File: src/rtl/reg_pkg.sv
// reg_pkg: shared register access modes and per-register mode lookup
package reg_pkg;
  localparam int MAX_REGS = 256;
  typedef enum logic [1:0] {
    REG_RW   = 2'd0,
    REG_RO   = 2'd1,
    REG_W1C  = 2'd2,
    REG_RSVD = 2'd3
  } reg_mode_t;
  function automatic reg_mode_t mode_of(input logic [2*MAX_REGS-1:0] modes, input int i);
    return reg_mode_t'(modes[2*i+:2]);
  endfunction
endpackage

File: src/rtl/reg_cell.sv
// reg_cell: one bank register with RW, RO, W1C or reserved access behaviour
//  clk, rstn         clock, async active-low reset
//  we, wstrb, wdata  bus write enable for this register, byte lanes, data
//  hw_in, hw_set     RO value, W1C per-bit set pulses
//  q                 current register contents
module reg_cell
  import reg_pkg::*;
#(
  parameter int                DWIDTH    = 32,
  parameter reg_mode_t         MODE      = REG_RW,
  parameter logic [DWIDTH-1:0] RESET_VAL = '0
) (
  input  logic                clk,
  input  logic                rstn,
  input  logic                we,
  input  logic [DWIDTH/8-1:0] wstrb,
  input  logic [DWIDTH-1:0]   wdata,
  input  logic [DWIDTH-1:0]   hw_in,
  input  logic [DWIDTH-1:0]   hw_set,
  output logic [DWIDTH-1:0]   q
);
  logic [DWIDTH-1:0] mask;
  logic              unused;
  assign unused = ^{clk, rstn, we, mask, wdata, hw_in, hw_set};
  for (genvar b = 0; b < DWIDTH / 8; b++) begin : g_lane
    assign mask[8*b+:8] = {8{wstrb[b]}};
  end
  if (MODE == REG_RW || MODE == REG_W1C) begin : g_store
    // W1C: hw_set is ORed in after the clear so a coincident set wins
    always_ff @(posedge clk or negedge rstn)
      if (!rstn) q <= RESET_VAL;
      else if (MODE == REG_RW) q <= we ? (q & ~mask) | (wdata & mask) : q;
      else q <= (q & ~({DWIDTH{we}} & mask & wdata)) | hw_set;
  end else begin : g_hw
    assign q = MODE == REG_RO ? hw_in : '0;
  end
endmodule

File: src/rtl/reg_bank.sv
// reg_bank: register-bus slave with per-register access modes and access strobes
//  clk, rstn                 clock, async active-low reset
//  raddr, rd, rdata          read port, rdata registered one cycle after rd
//  waddr, wr, wdata, wstrb   write port with byte-lane enables
//  hw_in, hw_set             RO values, W1C set pulses (one slice per register)
//  reg_out                   contents of every register
//  wr_pulse, rd_pulse        one-cycle per-register accepted-access strobes
module reg_bank
  import reg_pkg::*;
#(
  parameter int                              AWIDTH    = 2,
  parameter int                              DWIDTH    = 32,
  localparam int                             NREGS     = 2 ** AWIDTH,
  localparam int                             NBYTES    = DWIDTH / 8,
  parameter logic [2*NREGS-1:0]              MODES     = '0,
  parameter logic [DWIDTH*NREGS-1:0]         RESET_VAL = '0
) (
  input  logic                      clk,
  input  logic                      rstn,
  input  logic [AWIDTH-1:0]         raddr,
  input  logic                      rd,
  output logic [DWIDTH-1:0]         rdata,
  input  logic [AWIDTH-1:0]         waddr,
  input  logic                      wr,
  input  logic [DWIDTH-1:0]         wdata,
  input  logic [NBYTES-1:0]         wstrb,
  input  logic [DWIDTH*NREGS-1:0]   hw_in,
  input  logic [DWIDTH*NREGS-1:0]   hw_set,
  output logic [DWIDTH*NREGS-1:0]   reg_out,
  output logic [NREGS-1:0]          wr_pulse,
  output logic [NREGS-1:0]          rd_pulse
);
  localparam logic [2*MAX_REGS-1:0] MODES_X = (2*MAX_REGS)'(MODES);
  logic [DWIDTH-1:0] q [NREGS];
  for (genvar i = 0; i < NREGS; i++) begin : g_reg
    reg_cell #(
      .DWIDTH   (DWIDTH),
      .MODE     (mode_of(MODES_X, i)),
      .RESET_VAL(RESET_VAL[DWIDTH*i+:DWIDTH])
    ) u_cell (
      .clk   (clk),
      .rstn  (rstn),
      .we    (wr && waddr == AWIDTH'(i)),
      .wstrb (wstrb),
      .wdata (wdata),
      .hw_in (hw_in[DWIDTH*i+:DWIDTH]),
      .hw_set(hw_set[DWIDTH*i+:DWIDTH]),
      .q     (q[i])
    );
    assign reg_out[DWIDTH*i+:DWIDTH] = q[i];
  end
  // rdata samples the pre-update contents, so a same-edge write shows up on the next read
  always_ff @(posedge clk or negedge rstn)
    if (!rstn) begin
      rdata    <= '0;
      wr_pulse <= '0;
      rd_pulse <= '0;
    end else begin
      rdata    <= rd ? q[raddr] : rdata;
      wr_pulse <= wr ? NREGS'(1) << waddr : '0;
      rd_pulse <= rd ? NREGS'(1) << raddr : '0;
    end
endmodule
File: config.mk
export PLATFORM = sky130hd
export DESIGN_NAME = reg_bank
export DESIGN_NICKNAME = d
export VERILOG_FILES = /design/src/rtl/reg_pkg.sv /design/src/rtl/reg_cell.sv /design/src/rtl/reg_bank.sv
export SDC_FILE = /design/constraint.sdc
export NUM_CORES = 1
export LEC_CHECK = 0
export ABC_AREA = 1
export ABC_CLOCK_PERIOD_IN_PS = 800
export CAP_MARGIN = 20
export CORE_AREA = 2 2 182 184
export DETAILED_ROUTE_END_ITERATION = 8
export DIE_AREA = 0 0 184 186
export GPL_ROUTABILITY_DRIVEN = 0
export HOLD_SLACK_MARGIN = 0.06
export MAX_ROUTING_LAYER = met4
export PLACE_DENSITY_LB_ADDON = 0.3
export SYNTH_ARGS = -nofsm -noshare
export SYNTH_HDL_FRONTEND = slang
export SYNTH_SLANG_ARGS = --single-unit
File: constraint.sdc
create_clock -name clk -period 0.8 [get_ports clk]
set_clock_uncertainty 0.05 [all_clocks]
set_input_delay 0.08 -clock clk [delete_from_list [all_inputs] [get_ports clk]]
set_output_delay 0.08 -clock clk [all_outputs]
set_load 0.01 [all_outputs]
==> results.py, run 1 <==
metrics = {
    "critical_path": {
        "path_depth": 1,
        "cp_max_fo": 3,
        "r2r_cells": 8,
        "cp_slowest_stage_delay_ps": 430,
        "crit_type": "reg2out",
        "crit_chain": "buf_2",
        "start_kind": "flip-flop",
        "cp-end-kind": "primary output",
        "cp.required_ps": 670,
        "cp.arrival_ps": 1020,
        "path_buf_inv": 1,
        "critPathSlowestCell": "dfrtp_1",
        "path_delay_family": "flip-flops",
    },
    "finish": {
        "design_area_mm2": 0.0137,
        "area_delta_synth_final_pct": 79.3,
        "drive_gt1_frac": 0.454,
        "fill_cells": 3183,
        "fin_nets": 1771,
    },
    "hold_path": {
        "hold_class": "in2async",
    },
    "power": {
        "powerDensity_mw_per_mm2": 2290,
        "pwr-share-seq": 0.366,
        "p_comb_frac": 0.361,
        "intPower_uw": 20900,
        "power_leakage_uw": 0.00730,
        "net-switching-power_uw": 10400,
        "p_sw_frac": 0.332,
        "p_clk_frac": 0.273,
        "ir_worst_vdd_mv": 1.35,
    },
    "sta": {
        "hold_viol_final": 0,
        "worst_slack_ps": -349,
        "timing.final.crit_period_ps": 1150,
        "hold_slack_ps": 22.9,
        "fin_crit_sh": 1.44,
        "relSlewSlack": 0.763,
        "fmax_ghz": 0.870,
        "slew_violations": 0,
        "rsz0062_at_grt": "true",
        "setup_violations": 267,
        "worst_slew_pin_slew_ps": 354,
    },
    "yosys": {
        "synth.cell_area_mm2": 0.00763,
        "synth_seq_cells": 168,
        "synthCells": 1025,
        "synth_top_area_frac": 0.551,
        "yosys.cell_types.count": 11,
        "yosys_warnings": 0,
        "synth_area_leaders": "dfrtp_1 (55%), nand2_1 (32%), o21ai_0 (8.4%)",
        "synth_area_leader_cell": "dfrtp_1",
        "synth_area_per_cell_um2": 7.44,
        "synth_nets": 1325,
        "synth.yosys.seq_area_share": 0.551,
    },
    "drt": {
        "first_pass_iters": 5,
        "post_drt_wl_per_cell_um": 17.2,
        "drtIter0Drc": 650,
        "wl_um": 32600,
        "vias": 8613,
        "via_per_inst": 4.54,
        "drcViolationCount": 0,
        "antenna_left": 0,
    },
    "status": {
        "violations": "setup timing",
        "status": "finished, violations left",
    },
    "grt": {
        "antenna_found_initial": 6,
        "grt_max_degree": 48,
        "grt_overflow": 0,
        "track_usage": 0.195,
        "grt_pass1_wl_um": 49000,
        "grt_pass1_vias": 8380,
    },
    "placed_design": {
        "place_area_mm2": 0.0117,
        "numPortBuffers": 211,
        "place_hpwl_um": 21500,
    },
    "clock_tree": {
        "cts.path.max_buffers": 2,
        "clk_latency_ps": 430,
        "clkSlewWorstSetupHoldPaths_ps": 70,
        "cts_htree_levels": 4,
        "cts-buffers-inserted": 17,
        "cts_tree": "yes",
        "root_buffer": "clkbuf_16",
        "clock_sinks": 168,
        "postCtsHoldBufs": 1,
    },
    "die": {
        "pin_count": 468,
        "fp.dieW_um": 184,
        "fp.dieArea_mm2": 0.0342,
        "core_mm2": 0.0322,
        "rows": 66,
        "initial_core_util": 0.237,
        "dieHeight_um": 186,
    },
    "job": {
        "maxCapViolCount": 0,
    },
}
## worst paths after layout
kind                               end  startpoint  slack, ps
min in group clk             rdata[27]          rd         70
max reg2reg                  rdata[31]   flip-flop       -320
min reg2reg                  rdata[20]   rdata[20]        430
max in group asynchronous    async pin        rstn        130
min                          async pin        rstn         20
max                        reg_out[15]   flip-flop       -350
## routing by layer
metal | global-route usage | up-vias | part of all wire
met3 | 0.0518 | 36 | 0.085
met5 | - | - | 0
met4 | 0.0560 | 0 | 0.016
met1 | 0.273 | 4114 | 0.47
li1 | - | 4109 | -
met2 | 0.276 | 354 | 0.43
## power groups by stage
stage / combinational [uW] / sequential (uW) / clock [uW]
2_1_floorplan: 2270 / 11800 / 0
4_1_cts: 10000 / 11400 / 8660
3_3_place_gp: 9150 / 11400 / 0
3_5_place_dp: 9240 / 11400 / 0
6_report: 11300 / 11500 / 8560
5_1_grt: 12200 / 11600 / 9080
## per-stage QoR
step | std cells | setup TNS (ps) | total power, uW | utilization | worst slack [ps]
global placement | 1773 | -143290 | 20600 | 0.364 | -793
global route | 1896 | -73590 | 32900 | 0.425 | -384
floorplan | 1025 | -2880 | 14100 | - | -58.3
finish | 1896 | -62990 | 31300 | 0.425 | -349
detailed placement | 1773 | -146540 | 20600 | 0.364 | -823
CTS | 1872 | -65650 | 30000 | 0.398 | -361
## synth_stat cells
cell      number
o21ai_0      128
clkinv_1       6
nor3_1         4
nand2_1      640
buf_1          3
clkbuf_1      37
nand3_2        4
nor2_1        16
dfrtp_1      168
inv_1          7
buf_2         12
## cell usage in the layout (no fill, tap or decap), types with 3 or more instances in the layout
| cell | instances |
|---|---|
| buf_12 | 24 |
| buf_2 | 131 |
| buf_4 | 85 |
| buf_6 | 197 |
| clkbuf_16 | 17 |
| clkdlybuf4s50_1 | 32 |
| clkinv_2 | 5 |
| clkinv_4 | 6 |
| clkinvlp_4 | 4 |
| dfrtp_1 | 167 |
| diode_2 | 5 |
| dlygate4sd2_1 | 4 |
| inv_1 | 4 |
| inv_6 | 4 |
| nand2_1 | 579 |
| nand2_2 | 58 |
| nand2_4 | 3 |
| nand3_4 | 3 |
| nor2_1 | 3 |
| nor2_2 | 10 |
| nor2_4 | 3 |
| nor3_1 | 4 |
| o21ai_0 | 7 |
| o21ai_1 | 8 |
| o21ai_2 | 113 |
## what timing repair did
item | in CTS | in global routing
gates resized for setup | 956 | 211
pin swaps | 144 | 171
setup buffers | 75 | 22
endpoints found under the setup margin | 331 | 326
cloned | 5 | 0
endpoints found under the hold margin | 171 | 8
## worst register-to-register path: stages (launching register included)
cell and delay [ps]:
dfrtp_1 400, buf_6 130, buf_6 100, nand2_2 50
nand2_1 50, nand2_1 50, nand2_1 60, nand2_1 70
nand2_1 50
## kinds of logic after synthesis
logic type | Yosys count | synth area share
buf+inv | 65 | 0.0340
simple gates | 664 | 0.331
compound gates | 128 | 0.0840
flops | 168 | 0.551
## cell type report
class / count / area (um2) / area share
inverters: 13 / 77.6 / 0.00567
clock buffers: 18 / 439 / 0.0321
repair inverters: 2 / 10.0 / 0.000732
clock inverters: 13 / 144 / 0.0105
well taps: 408 / 510 / 0.0373
flip-flops and latches: 168 / 4210 / 0.308
diodes: 5 / 12.5 / 0.000915
multi-input cells: 792 / 3820 / 0.280
repair buffers: 477 / 4450 / 0.325
Note: power is estimated with default switching activity, not from simulation.
==> run 2, diff against run 1 <==
--- a/config.mk
+++ b/config.mk
@@ -6,11 +6,11 @@
 export NUM_CORES = 1
 export LEC_CHECK = 0
 export ABC_AREA = 1
-export ABC_CLOCK_PERIOD_IN_PS = 800
+export ABC_CLOCK_PERIOD_IN_PS = 1210
 export CAP_MARGIN = 20
-export CORE_AREA = 2 2 182 184
+export CORE_AREA = 2 2 183 185
 export DETAILED_ROUTE_END_ITERATION = 8
-export DIE_AREA = 0 0 184 186
+export DIE_AREA = 0 0 185 187
 export GPL_ROUTABILITY_DRIVEN = 0
 export HOLD_SLACK_MARGIN = 0.06
 export MAX_ROUTING_LAYER = met4
==> constraint.sdc (replaced) <==
create_clock -name clk -period 1.21 [get_ports clk]
set_clock_uncertainty 0.05 [all_clocks]
set_input_delay 0.121 -clock clk [delete_from_list [all_inputs] [get_ports clk]]
set_output_delay 0.121 -clock clk [all_outputs]
set_load 0.01 [all_outputs]
==> run 2 against run 1 <==
Against the previous run: the run now ends clean; clock-buffer cell count did not move; cell count is 3.1% lower; via count decreased by 6.6%; worst hold slack improved by 68 ps; highest routed layer unchanged.
==> results.py, run 2 (synthesis results as in run 1) <==
metrics = {
    "critical_path": {
        "path_depth": 1,
        "r2r_cells": 7,
        "path_buf_inv": 1,
        "path_delay_family": "flip-flops",
        "start_kind": "flip-flop",
        "critPathSlowestCell": "dfrtp_1",
        "crit_type": "reg2out",
        "cp_max_fo": 3,
        "cp.required_ps": 1040,
        "cp.arrival_ps": 1030,
        "cp-end-kind": "primary output",
        "cp_slowest_stage_delay_ps": 440,
        "crit_chain": "buf_2",
    },
    "finish": {
        "stdcell_count": 1837,
        "fin_util": 0.346,
        "area_delta_synth_final_pct": 49.2,
        "layout_common_cells": "nand2_1 (640), dfrtp_1 (167), buf_2 (164)",
        "final_common_cell": "nand2_1",
        "fin_nets": 1672,
        "fill_cells": 3529,
        "drive_gt1_frac": 0.274,
    },
    "die": {
        "dieHeight_um": 187,
        "initial_core_util": 0.232,
        "fp.dieArea_mm2": 0.0346,
        "pin_count": 468,
        "fp.dieW_um": 185,
        "core_mm2": 0.0329,
        "rows": 67,
    },
    "sta": {
        "fmax_ghz": 0.829,
        "hold_viol_final": 0,
        "setup_violations": 0,
        "fin_crit_sh": 0.997,
        "slew_violations": 0,
        "hold_slack_ps": 90.6,
        "relSlewSlack": 0.760,
        "timing.final.crit_period_ps": 1210,
        "rsz0062_at_grt": "true",
        "worst_slew_pin_slew_ps": 360,
    },
    "hold_path": {
        "hold_class": "in2reg",
        "holdPathStages": 3,
    },
    "drt": {
        "via_per_inst": 4.38,
        "antenna_left": 0,
        "wl_um": 29800,
        "drtIter0Drc": 595,
        "vias": 8041,
        "drcViolationCount": 0,
        "first_pass_iters": 5,
        "post_drt_wl_per_cell_um": 16.2,
    },
    "power": {
        "power_leakage_uw": 0.00639,
        "ir_worst_vdd_mv": 0.955,
        "intPower_uw": 12300,
        "p_clk_frac": 0.320,
        "power.total_uw": 18400,
        "p_comb_frac": 0.275,
        "powerDensity_mw_per_mm2": 1620,
        "net-switching-power_uw": 6090,
        "p_sw_frac": 0.331,
        "pwr-share-seq": 0.405,
    },
    "grt": {
        "grt.busiest_layer": "met1",
        "antenna_found_initial": 3,
        "grt_overflow": 0,
        "grt_use_met2": 0.246,
        "grt_max_degree": 40,
        "met3_usage": 0.0329,
        "grt_pass1_vias": 7807,
        "grt_pass1_wl_um": 46100,
        "grtUsageMet1": 0.269,
        "track_usage": 0.179,
    },
    "clock_tree": {
        "cts_tree": "yes",
        "cts.path.max_buffers": 2,
        "root_buffer": "clkbuf_16",
        "cts-buffers-inserted": 17,
        "cts_htree_levels": 4,
        "clk_latency_ps": 430,
        "clkSlewWorstSetupHoldPaths_ps": 80,
        "clock_sinks": 168,
    },
    "placed_design": {
        "place_inst": 1719,
        "place_hpwl_um": 20400,
        "numPortBuffers": 211,
    },
    "job": {
        "maxCapViolCount": 0,
    },
    "status": {
        "status": "completed",
    },
}
run 2: changes by cell type in the layout (fill, tap and decap cells not counted), sizes merged, moves of 3 or more:
cell           before  now
clkinvlp            4    1
dlygate4sd2         4    0
buf               438  337
clkdlybuf4s50      32   37
run 2: path summary, 6_finish.rpt:
kind | endpoint | from | slack [ps]
setup / recovery | reg_out[57] | flip-flop | 4
hold / removal | rd_pulse[0] | raddr[1] | 90
setup reg to reg | rdata[20] | flip-flop | 130
hold reg to reg | rdata[9] | rdata[9] | 420
max in group asynchronous | async pin | rstn | 460
min in group asynchronous | rdata[10] | rstn | 120
run 2: power groups by stage:
stage	clock network, uW	registers [uW]	logic [uW]
after floorplan	0	7810	1430
after global placement	0	7680	5090
after detailed placement	0	7670	5150
after CTS	6040	7440	5050
after global routing	6240	7580	5630
final	5910	7460	5070
run 2: per-stage QoR:
step	area (um2)	TNS, ps	setup slack [ps]
global route	11400	-167	-24.0
finish	11400	0	4.07
CTS	11300	-122	-78.2
detailed placement	10900	-44870	-400
floorplan	7630	0	209
global placement	10900	-41590	-350
run 2: cell type report:
class                      instances  area, um2  area share
clock buffer                      18        439      0.0386
tap                              448        561      0.0493
clock inverter                    14        186      0.0164
timing repair buffer             380       2760       0.243
multi-input combinational        792       3170       0.278
inverter                          13       48.8     0.00429
antenna                            4       10.0    0.000880
sequential                       168       4210       0.370
run 2: timing repair:
item	CTS	global route
hold buffers	1	0
setup endpoints to repair	168	93
resized for setup	664	14
endpoints found under the hold margin	168	0
buffers inserted	79	2
run 2: per-layer routing:
layer / share of wire / vias to the layer above
met5: 0 / -
met4: 0.014 / 0
met3: 0.078 / 25
met2: 0.40 / 347
met1: 0.51 / 3774
li1: - / 3895
